`config.mk`:
```
export PLATFORM = sky130hd
export DESIGN_NAME = pipeline_run_ctrl_flat
export DESIGN_NICKNAME = d
export VERILOG_FILES = /design/src/rtl/pipeline_pkg.sv /design/src/rtl/pipeline_run_ctrl_if.sv /design/src/rtl/pipeline_run_ctrl_sat_counter.sv /design/src/rtl/pipeline_run_ctrl.sv /design/src/flat_wrapper.sv
export SDC_FILE = /design/constraint.sdc
export NUM_CORES = 1
export LEC_CHECK = 0
export ABC_AREA = 1
export BUFFER_PORTS_ARGS = -buffer_cell sky130_fd_sc_hd__buf_2
export CORE_MARGIN = 5
export CORE_UTILIZATION = 55
export CTS_BUF_LIST = sky130_fd_sc_hd__clkbuf_8
export DETAILED_ROUTE_END_ITERATION = 6
export PLACE_DENSITY = 0.81
export SYNTH_ARGS = -nofsm -noshare
export SYNTH_HDL_FRONTEND = slang
export SYNTH_SLANG_ARGS = --single-unit
```
`constraint.sdc`:
```
create_clock -name i_clk -period 2.2 [get_ports i_clk]
set_input_delay 0.44 -clock i_clk [delete_from_list [all_inputs] [get_ports i_clk]]
set_output_delay 0.44 -clock i_clk [all_outputs]
set_load 0.02 [all_outputs]
```
`src/rtl/pipeline_pkg.sv`:
```
// ---------------------------------------------------------------------------
// pipeline_pkg
// Shared definitions for the MIPS pipeline run-control slice.
//   run_state_t : run-control FSM states; numeric values are the o_state codes
//   STG_*       : pipeline register group indices used to address the
//                 per-stage enable / flush / valid vectors
// ---------------------------------------------------------------------------
package pipeline_pkg;

    typedef enum logic [1:0] {
        ST_IDLE   = 2'd0,
        ST_RUN    = 2'd1,
        ST_STEP   = 2'd2,
        ST_HALTED = 2'd3
    } run_state_t;

    localparam int STG_PC     = 0;
    localparam int STG_IF_ID  = 1;
    localparam int STG_ID_EX  = 2;
    localparam int STG_EX_MEM = 3;
    localparam int STG_MEM_WB = 4;

endpackage

```
`src/rtl/pipeline_run_ctrl_if.sv`:
```
// ---------------------------------------------------------------------------
// pipeline_run_ctrl_if
// Groups the debug/hazard request inputs and the stage-control outputs of
// pipeline_run_ctrl.
//   master : requester side (debug unit, hazard unit, testbench)
//   slave  : pipeline_run_ctrl side
// Signals:
//   i_run, i_step, i_halt_W, i_stall_HD, i_flush_D  requests into the block
//   o_stage_en, o_stage_flush, o_valid              per-stage vectors
//   o_state, o_cycles, o_done                       run-control status
// ---------------------------------------------------------------------------
interface pipeline_run_ctrl_if #(
    parameter int STAGES = 5,
    parameter int CNT_SZ = 32
);
    logic              i_run;
    logic              i_step;
    logic              i_halt_W;
    logic              i_stall_HD;
    logic              i_flush_D;
    logic [STAGES-1:0] o_stage_en;
    logic [STAGES-1:0] o_stage_flush;
    logic [STAGES-1:0] o_valid;
    logic [1:0]        o_state;
    logic [CNT_SZ-1:0] o_cycles;
    logic              o_done;

    modport master (
        output i_run, i_step, i_halt_W, i_stall_HD, i_flush_D,
        input  o_stage_en, o_stage_flush, o_valid, o_state, o_cycles, o_done
    );

    modport slave (
        input  i_run, i_step, i_halt_W, i_stall_HD, i_flush_D,
        output o_stage_en, o_stage_flush, o_valid, o_state, o_cycles, o_done
    );
endinterface

```
`src/rtl/pipeline_run_ctrl_sat_counter.sv`:
```
// ---------------------------------------------------------------------------
// sat_counter
// Up-counter that sticks at all-ones instead of wrapping.
//   clk   : clock
//   reset : synchronous active-high clear
//   inc   : count one when high
//   count : current value
// ---------------------------------------------------------------------------
module sat_counter #(
    parameter int WIDTH = 32
) (
    input  logic             clk,
    input  logic             reset,
    input  logic             inc,
    output logic [WIDTH-1:0] count
);

    // NOTE: clocked state always uses non-blocking assignment so every
    // register samples the pre-edge values of the others.
    always_ff @(posedge clk) begin
        if (reset) begin
            count <= '0;
        end else if (inc && (count != '1)) begin
            count <= count + 1'b1;
        end
    end

endmodule

```
`src/rtl/pipeline_run_ctrl.sv`:
```
// ---------------------------------------------------------------------------
// pipeline_run_ctrl
// Run-control and stage-enable sequencer for the N-stage MIPS pipeline.
// Produces per-stage enable/flush vectors, merges hazard stall and decode
// flush requests, tracks per-stage valid bits and counts advance cycles.
//   i_clk   : clock
//   i_reset : synchronous active-high reset
//   bus     : pipeline_run_ctrl_if.slave (requests in, stage control out)
// Build option:
//   PIPELINE_RUN_CTRL_STEP_EN  defined   -> i_step single-steps from IDLE
//                              undefined -> i_step ignored, STEP unreachable
// ---------------------------------------------------------------------------
module pipeline_run_ctrl
    import pipeline_pkg::*;
#(
    parameter int STAGES = 5,   // minimum 3 (PC, IF/ID, ID/EX are addressed)
    parameter int CNT_SZ = 32
) (
    input  logic                 i_clk,
    input  logic                 i_reset,
    pipeline_run_ctrl_if.slave   bus
);

    run_state_t        state;
    run_state_t        state_nxt;
    logic              adv;
    logic [STAGES-1:0] stage_en;
    logic [STAGES-1:0] stage_flush;
    logic [STAGES-1:0] valid;

    always_ff @(posedge i_clk) begin
        if (i_reset) begin
            state <= ST_IDLE;
        end else begin
            state <= state_nxt;
        end
    end

    // NOTE: every signal written here gets a default first, so no path
    // leaves it unassigned and no latch is inferred.
    always_comb begin
        state_nxt   = state;
        stage_en    = '0;
        stage_flush = '0;

        case (state)
            ST_IDLE: begin
                if (bus.i_run) begin
                    state_nxt = ST_RUN;
                end
`ifdef PIPELINE_RUN_CTRL_STEP_EN
                else if (bus.i_step) begin
                    state_nxt = ST_STEP;
                end
`endif
            end
            ST_RUN: begin
                if (bus.i_halt_W) begin
                    state_nxt = ST_HALTED;
                end
            end
            ST_STEP: begin
                state_nxt = bus.i_halt_W ? ST_HALTED : ST_IDLE;
            end
            default: begin
                state_nxt = ST_HALTED;
            end
        endcase

        // The halt sits in MEM/WB and must not be shifted out, so a halt
        // cycle never advances.
        adv = ((state == ST_RUN) || (state == ST_STEP)) && !bus.i_halt_W;

        // A stall freezes PC and IF/ID; later stages keep draining.
        for (int k = 0; k < STAGES; k++) begin
            stage_en[k] = adv && !(bus.i_stall_HD && (k <= STG_IF_ID));
        end

        // Stall bubbles ID/EX and takes priority over the decode flush,
        // because the instruction held in IF/ID is still needed.
        stage_flush[STG_ID_EX] = adv && bus.i_stall_HD;
        stage_flush[STG_IF_ID] = adv && bus.i_flush_D && !bus.i_stall_HD;
    end

    always_ff @(posedge i_clk) begin
        if (i_reset) begin
            valid <= '0;
        end else if (adv) begin
            valid[STG_PC] <= 1'b1;
            for (int k = 1; k < STAGES; k++) begin
                if (stage_flush[k]) begin
                    valid[k] <= 1'b0;
                end else if (stage_en[k]) begin
                    valid[k] <= valid[k-1];
                end
            end
        end
    end

    sat_counter #(
        .WIDTH (CNT_SZ)
    ) u_cycles (
        .clk   (i_clk),
        .reset (i_reset),
        .inc   (adv),
        .count (bus.o_cycles)
    );

    assign bus.o_stage_en    = stage_en;
    assign bus.o_stage_flush = stage_flush;
    assign bus.o_valid       = valid;
    assign bus.o_state       = state;
    assign bus.o_done        = (state == ST_HALTED);

endmodule

```
`src/flat_wrapper.sv`:
```
// flat-port wrapper written by rule: the top's interface ports become plain ports
module pipeline_run_ctrl_flat import pipeline_pkg::*;
#(
    parameter int STAGES = 5,                                                
    parameter int CNT_SZ = 32
)
  (i_clk, i_reset, bus_i_run, bus_i_step, bus_i_halt_W, bus_i_stall_HD, bus_i_flush_D, bus_o_stage_en, bus_o_stage_flush, bus_o_valid, bus_o_state, bus_o_cycles, bus_o_done);
  pipeline_run_ctrl_if #(.STAGES(STAGES), .CNT_SZ(CNT_SZ)) bus_i ();
  input  logic i_clk;
  input  logic i_reset;
  input wire logic [$bits(bus_i.i_run)-1:0] bus_i_run;
  input wire logic [$bits(bus_i.i_step)-1:0] bus_i_step;
  input wire logic [$bits(bus_i.i_halt_W)-1:0] bus_i_halt_W;
  input wire logic [$bits(bus_i.i_stall_HD)-1:0] bus_i_stall_HD;
  input wire logic [$bits(bus_i.i_flush_D)-1:0] bus_i_flush_D;
  output wire logic [$bits(bus_i.o_stage_en)-1:0] bus_o_stage_en;
  output wire logic [$bits(bus_i.o_stage_flush)-1:0] bus_o_stage_flush;
  output wire logic [$bits(bus_i.o_valid)-1:0] bus_o_valid;
  output wire logic [$bits(bus_i.o_state)-1:0] bus_o_state;
  output wire logic [$bits(bus_i.o_cycles)-1:0] bus_o_cycles;
  output wire logic [$bits(bus_i.o_done)-1:0] bus_o_done;
  assign bus_i.i_run = bus_i_run;
  assign bus_i.i_step = bus_i_step;
  assign bus_i.i_halt_W = bus_i_halt_W;
  assign bus_i.i_stall_HD = bus_i_stall_HD;
  assign bus_i.i_flush_D = bus_i_flush_D;
  assign bus_o_stage_en = bus_i.o_stage_en;
  assign bus_o_stage_flush = bus_i.o_stage_flush;
  assign bus_o_valid = bus_i.o_valid;
  assign bus_o_state = bus_i.o_state;
  assign bus_o_cycles = bus_i.o_cycles;
  assign bus_o_done = bus_i.o_done;
  pipeline_run_ctrl #(.STAGES(STAGES), .CNT_SZ(CNT_SZ)) u_core (.i_clk(i_clk), .i_reset(i_reset), .bus(bus_i));
endmodule
```
### Word level (Yosys, flattened, before mapping)

Index checks and enable logic that the tools add are counted.

| storage, ports and cells | value |
|---|---|
| flip-flop bits (word level) | 39 |
| memories kept | 0 |
| memory bits (read-only) | 0 |
| bits of input ports | 7 |
| output and inout port bits | 50 |
| logic and storage cells | 31 |
| latch bits | 0 |
| bits in writable memories | 0 |

| cells by class | value |
|---|---|
| mux-type cells | 7 |
| magnitude comparators | 0 |
| divide/modulo/power cells | 0 |
| bitwise operators | 0 |
| add/sub/neg operators | 1 |
| multiply operators | 0 |
| shift-type cells | 0 |
| reductions and logical operators | 13 |
| eq/ne operators | 6 |

Operators with widths:

| kind | number |
|---|---|
| 32-bit by 1-bit adder with 32-bit output, second input constant | 1 |
| 32-bit inequality test, second input constant | 1 |
| 1-bit logical AND | 6 |
| 2-bit two-way mux | 3 |
| 2-bit one-hot mux with 3 select lines | 1 |
| 2-bit == test, second input constant | 2 |
| 2-bit inequality test, second input constant | 2 |
| 2-bit AND reduction | 2 |
| 1-bit two-way mux | 3 |
| 2-bit by 1-bit == test with 1-bit output, second input constant | 1 |
| 1-bit zero test | 2 |
| 2-bit zero test | 1 |
| 2-bit nonzero test | 1 |
| 1-bit logical OR | 1 |

### Logic depth before layout (Yosys ltp)

| depth | value |
|---|---|
| depth after elaboration | 7 |
| mapped depth | 11 |

### Modules after synthesis

Synthesis repeated with hierarchy kept, for this count alone.

| second synthesis, totals | value |
|---|---|
| cell total of the unflattened synthesis | 388 |
| area, all modules | 2506.2 sq um |

By module, submodules not included:

| module | cells an instance | times used | area an instance (sq um) |
|---|---|---|---|
| sat_counter | 324 | 1 | 2062.0 |
| pipeline_run_ctrl | 64 | 1 | 444.2 |

### Least setup slack after synthesis

OpenSTA, ideal clock, no wires.

| path | value |
|---|---|
| path kind | register to output |
| start point | reg u_core.state[0] (netlist: u_core.bus.o_state[0]) |
| end point | out bus_o_stage_flush[1] |
| slack | -0.063 ns |
| arrival | 1.823 ns |
| path buffers | 0 |
| data required time | 1.760 ns |
| cell stages (with the launch flop) | 7 |
| cell sequence | dfxtp_1 -> inv_1 -> ha_1 -> nand2_2 -> nor2_1 -> inv_1 -> nor2_1 |

| on the way | value |
|---|---|
| cells in the longest elaborated chain, start to end | 5 |
| elaborated cells between the ends (all ways) | 6 |

Ends and longest elaborated chain:

| item | RTL line | text |
|---|---|---|
| start, declared | pipeline_run_ctrl.sv:24 | `run_state_t state;` |
| start signal, assigned | pipeline_run_ctrl.sv:35 | `state <= state_nxt;` |
| 2-bit by 1-bit == test with 1-bit output / 2-bit == test (equally long branches) | pipeline_run_ctrl.sv:72 | `adv = ((state == ST_RUN) \|\| (state == ST_STEP)) && !bus.i_halt_W;` |
| 1-bit logical OR (*) | pipeline_run_ctrl.sv:72 |  |
| 1-bit logical AND (*) | pipeline_run_ctrl.sv:72 |  |
| 1-bit logical AND (*) (2 in series) | pipeline_run_ctrl.sv:82 | `stage_flush[STG_IF_ID] = adv && bus.i_flush_D && !bus.i_stall_HD;` |
| end, declared | flat_wrapper.sv:17 | `output wire logic [$bits(bus_i.o_stage_flush)-1:0] bus_o_stage_flush;` |

Every way passes the cells marked *; elsewhere a longest branch is shown, timed or not.

### Final worst setup path

| path | value |
|---|---|
| start point | reg u_core.state[0] (netlist: u_core.bus.o_state[0]) |
| end point | out bus_o_stage_en[4] |

| on the way | value |
|---|---|
| cells in the longest elaborated chain, start to end | 3 |
| elaborated cells between the ends (all ways) | 4 |

Ends and longest elaborated chain:

| item | RTL line | text |
|---|---|---|
| 2-bit by 1-bit == test with 1-bit output / 2-bit == test (equally long branches) | pipeline_run_ctrl.sv:72 |  |
| 1-bit logical OR (*) | pipeline_run_ctrl.sv:72 |  |
| 1-bit logical AND (*) | pipeline_run_ctrl.sv:72 |  |
| end, declared | flat_wrapper.sv:16 | `output wire logic [$bits(bus_i.o_stage_en)-1:0] bus_o_stage_en;` |

Marks and branches as above.

==> metrics.txt <==
syn_area_per_cell 6.51 sq um; CTS buffer count 5; number of diodes 0; area delta synth->final 13.1%; CP Max Fanout 12; WHS 0.436 ns; antenna violations before repair 0; area of the core 4320 sq um; Max clock buf depth 2; final hold vios 0; Max Clk Rate 0.471 GHz; drt via density 5.40; die height 76.7 microns; worst hold path class in2reg; synthesis-stage register bit count 39; CTS tree built; Port Buffer Count 52; die area 5880 sq um; Layout Skew 0.00251 ns; Die X 76.7 microns; RSZ-0062 raised after global routing no; first-pass GRT wire length 10.4 mm; share of cells above drive strength 1 0.225; FF/Latch Area 783 sq um; First-pass DRT Iterations 4; Setup WS post-layout 0.0788 ns; nets@finish 434; top cells by count, synth nand2_1 (83), nor2_1 (81), dfxtp_1 (39); Place WS 0.279 ns; distinct cell type count after synthesis 30; FF-to-FF Start u_core.bus.o_state[0]$_SDFFE_PP0P_; R2R setup slack 0.29 ns; R2R Path End u_core.u_cycles.count[21]$_SDFFE_PP0P_; total gr overflow 0; postcts setup bufs 0; Routed Antenna Nets 0; critical path type reg2out; CP endpoint bus_o_stage_en[4]; CP required 1.76 ns; pwr dens 546 nW/um^2; asr flop ratio synth 0; via count 2564; status completed; Detailed Route WL 6.33 mm; Final Non-Filler Cells 475; drt drc 0; maximum VDD drop 0.424 mV; WL/cell 13.3 microns; row cnt 24; Final min period 2.12 ns; final setup vio count 0; Hold-fix buffers, CTS 0; crit end category output port; Worst-Skew Late Latency 0.29 ns; Leak 0.00117 uW; count of mapped cells out of synthesis 376; synth top area cells dfxtp_1 (32%), nand2_1 (13%), nor2_1 (12%), nand3_1 (6.8%), a21oi_1 (5.5%); Yosys warnings 0; maxcap violations 0; io pins 57; H-tree depth 2; area of the multi-input gates 1430 sq um; setup_tns 0 ns; DP HPWL 4.79 mm; initial DRC count 223; sequential share of the synthesized area 0.319; Initial Utilization 0.566; Most used DFF post-synth dfxtp_1; pin count of the biggest net entering global routing 33; # fillers 412; Critical Path Start u_core.bus.o_state[0]$_SDFFE_PP0P_; Critical Path AT 1.68 ns; Post-synth EDFFs 0; GPL Wtd Cong 0.910; All-Layer GR Usage 0.214; number of global-route vias before repair 2234; Synth top area share 0.319; Reg clk slew, reported paths 0.07 ns; count leader, synth nand2_1; clock sink count 39; Reg2Reg Depth 9; Overall Power 1510 uW; clock root buffer clkbuf_8; cell area after synthesis 2450 sq um; Critical Path Source Type flip-flop; max-slew violations 0; Synth area leader dfxtp_1; period utilization 0.964; placed cells 467
## layout by cell type (no fill, tap or decap), types with 2 or more instances in the layout
master / n
nor2_2: 5
dfxtp_1: 37
inv_2: 2
nand4_1: 9
conb_1: 3
buf_4: 3
nand2_4: 3
nand3_2: 6
nor2_1: 80
nand2_1: 83
dfxtp_2: 2
nand3_1: 33
clkbuf_8: 5
nor2_4: 8
buf_2: 52
nand2_2: 6
nor3_1: 8
a21oi_1: 27
inv_1: 32
o21ai_0: 4
ha_1: 5
## sequential cells by signal, indices dropped and copies added, names as in the netlist
signal / count
u_core.bus.o_valid: 5
u_core.u_cycles.count: 32
u_core.bus.o_state: 2
## layer usage
layer	up-vias	wire (microns)	GRT usage
met4	0	143	0.0769
met3	15	484	0.0597
li1	1282	-	-
met5	-	0	0
met2	85	2970	0.336
met1	1182	2730	0.278
## area by class of cell
cell class | instances | area share
timing repair buffer | 55 | 0.102
multi-input combinational | 289 | 0.518
inverter | 32 | 0.0434
clock buffer | 5 | 0.0249
tap | 52 | 0.0235
sequential | 39 | 0.283
clock inverter | 3 | 0.00452
## critical path: stages (launching register included)
cell	delay, ns
dfxtp_2	0.36
inv_1	0.08
ha_1	0.32
nand2_4	0.12
inv_2	0.12
buf_4	0.20
buf_2	0.19
## power by group
group / switching [uW] / internal [uW] / leakage, uW / total [uW]
logic: 199 / 95.5 / 0.000805 / 294
registers: 20.4 / 732 / 0.000316 / 752
clock network: 250 / 213 / 0.0000505 / 463
total: 469 / 1040 / 0.00117 / 1510
## repair_timing
action	in CTS	in global routing
gates resized for setup	2	3
endpoints found under the setup margin	4	5
endpoints found under the hold margin	0	0
## cells by family after synthesis
kind of cell	share of synthesized area
compound gates	0.0757
buf+inv	0.103
xor+xnor	0.00716
other cells	0.00153
simple gates	0.468
flops	0.319
fa+ha+maj	0.0256
## worst min-delay path by stage
stage          slack [ns]  cells past startpoint                               start                               endpoint
2_1_floorplan        0.55                      2  u_core.bus.o_valid[1]$_SDFFE_PP0P_     u_core.bus.o_valid[2]$_SDFFE_PP0P_
3_3_place_gp         0.46                      2  u_core.bus.o_valid[1]$_SDFFE_PP0P_     u_core.bus.o_valid[2]$_SDFFE_PP0P_
3_5_place_dp         0.47                      2  u_core.bus.o_valid[4]$_SDFFE_PP0P_     u_core.bus.o_valid[4]$_SDFFE_PP0P_
4_1_cts              0.43                      2                             i_reset  u_core.u_cycles.count[6]$_SDFFE_PP0P_
5_1_grt              0.44                      2                             i_reset  u_core.u_cycles.count[6]$_SDFFE_PP0P_
6_report             0.44                      2                             i_reset  u_core.u_cycles.count[6]$_SDFFE_PP0P_
## stage by stage
stage,utilization,instance area [sq um]
detailed placement,0.618,2670
global route,0.640,2770
global placement,0.618,2670
CTS,0.638,2760
floorplan,-,2460
finish,0.640,2770
No activity file was read; power rests on OpenSTA's default activity.
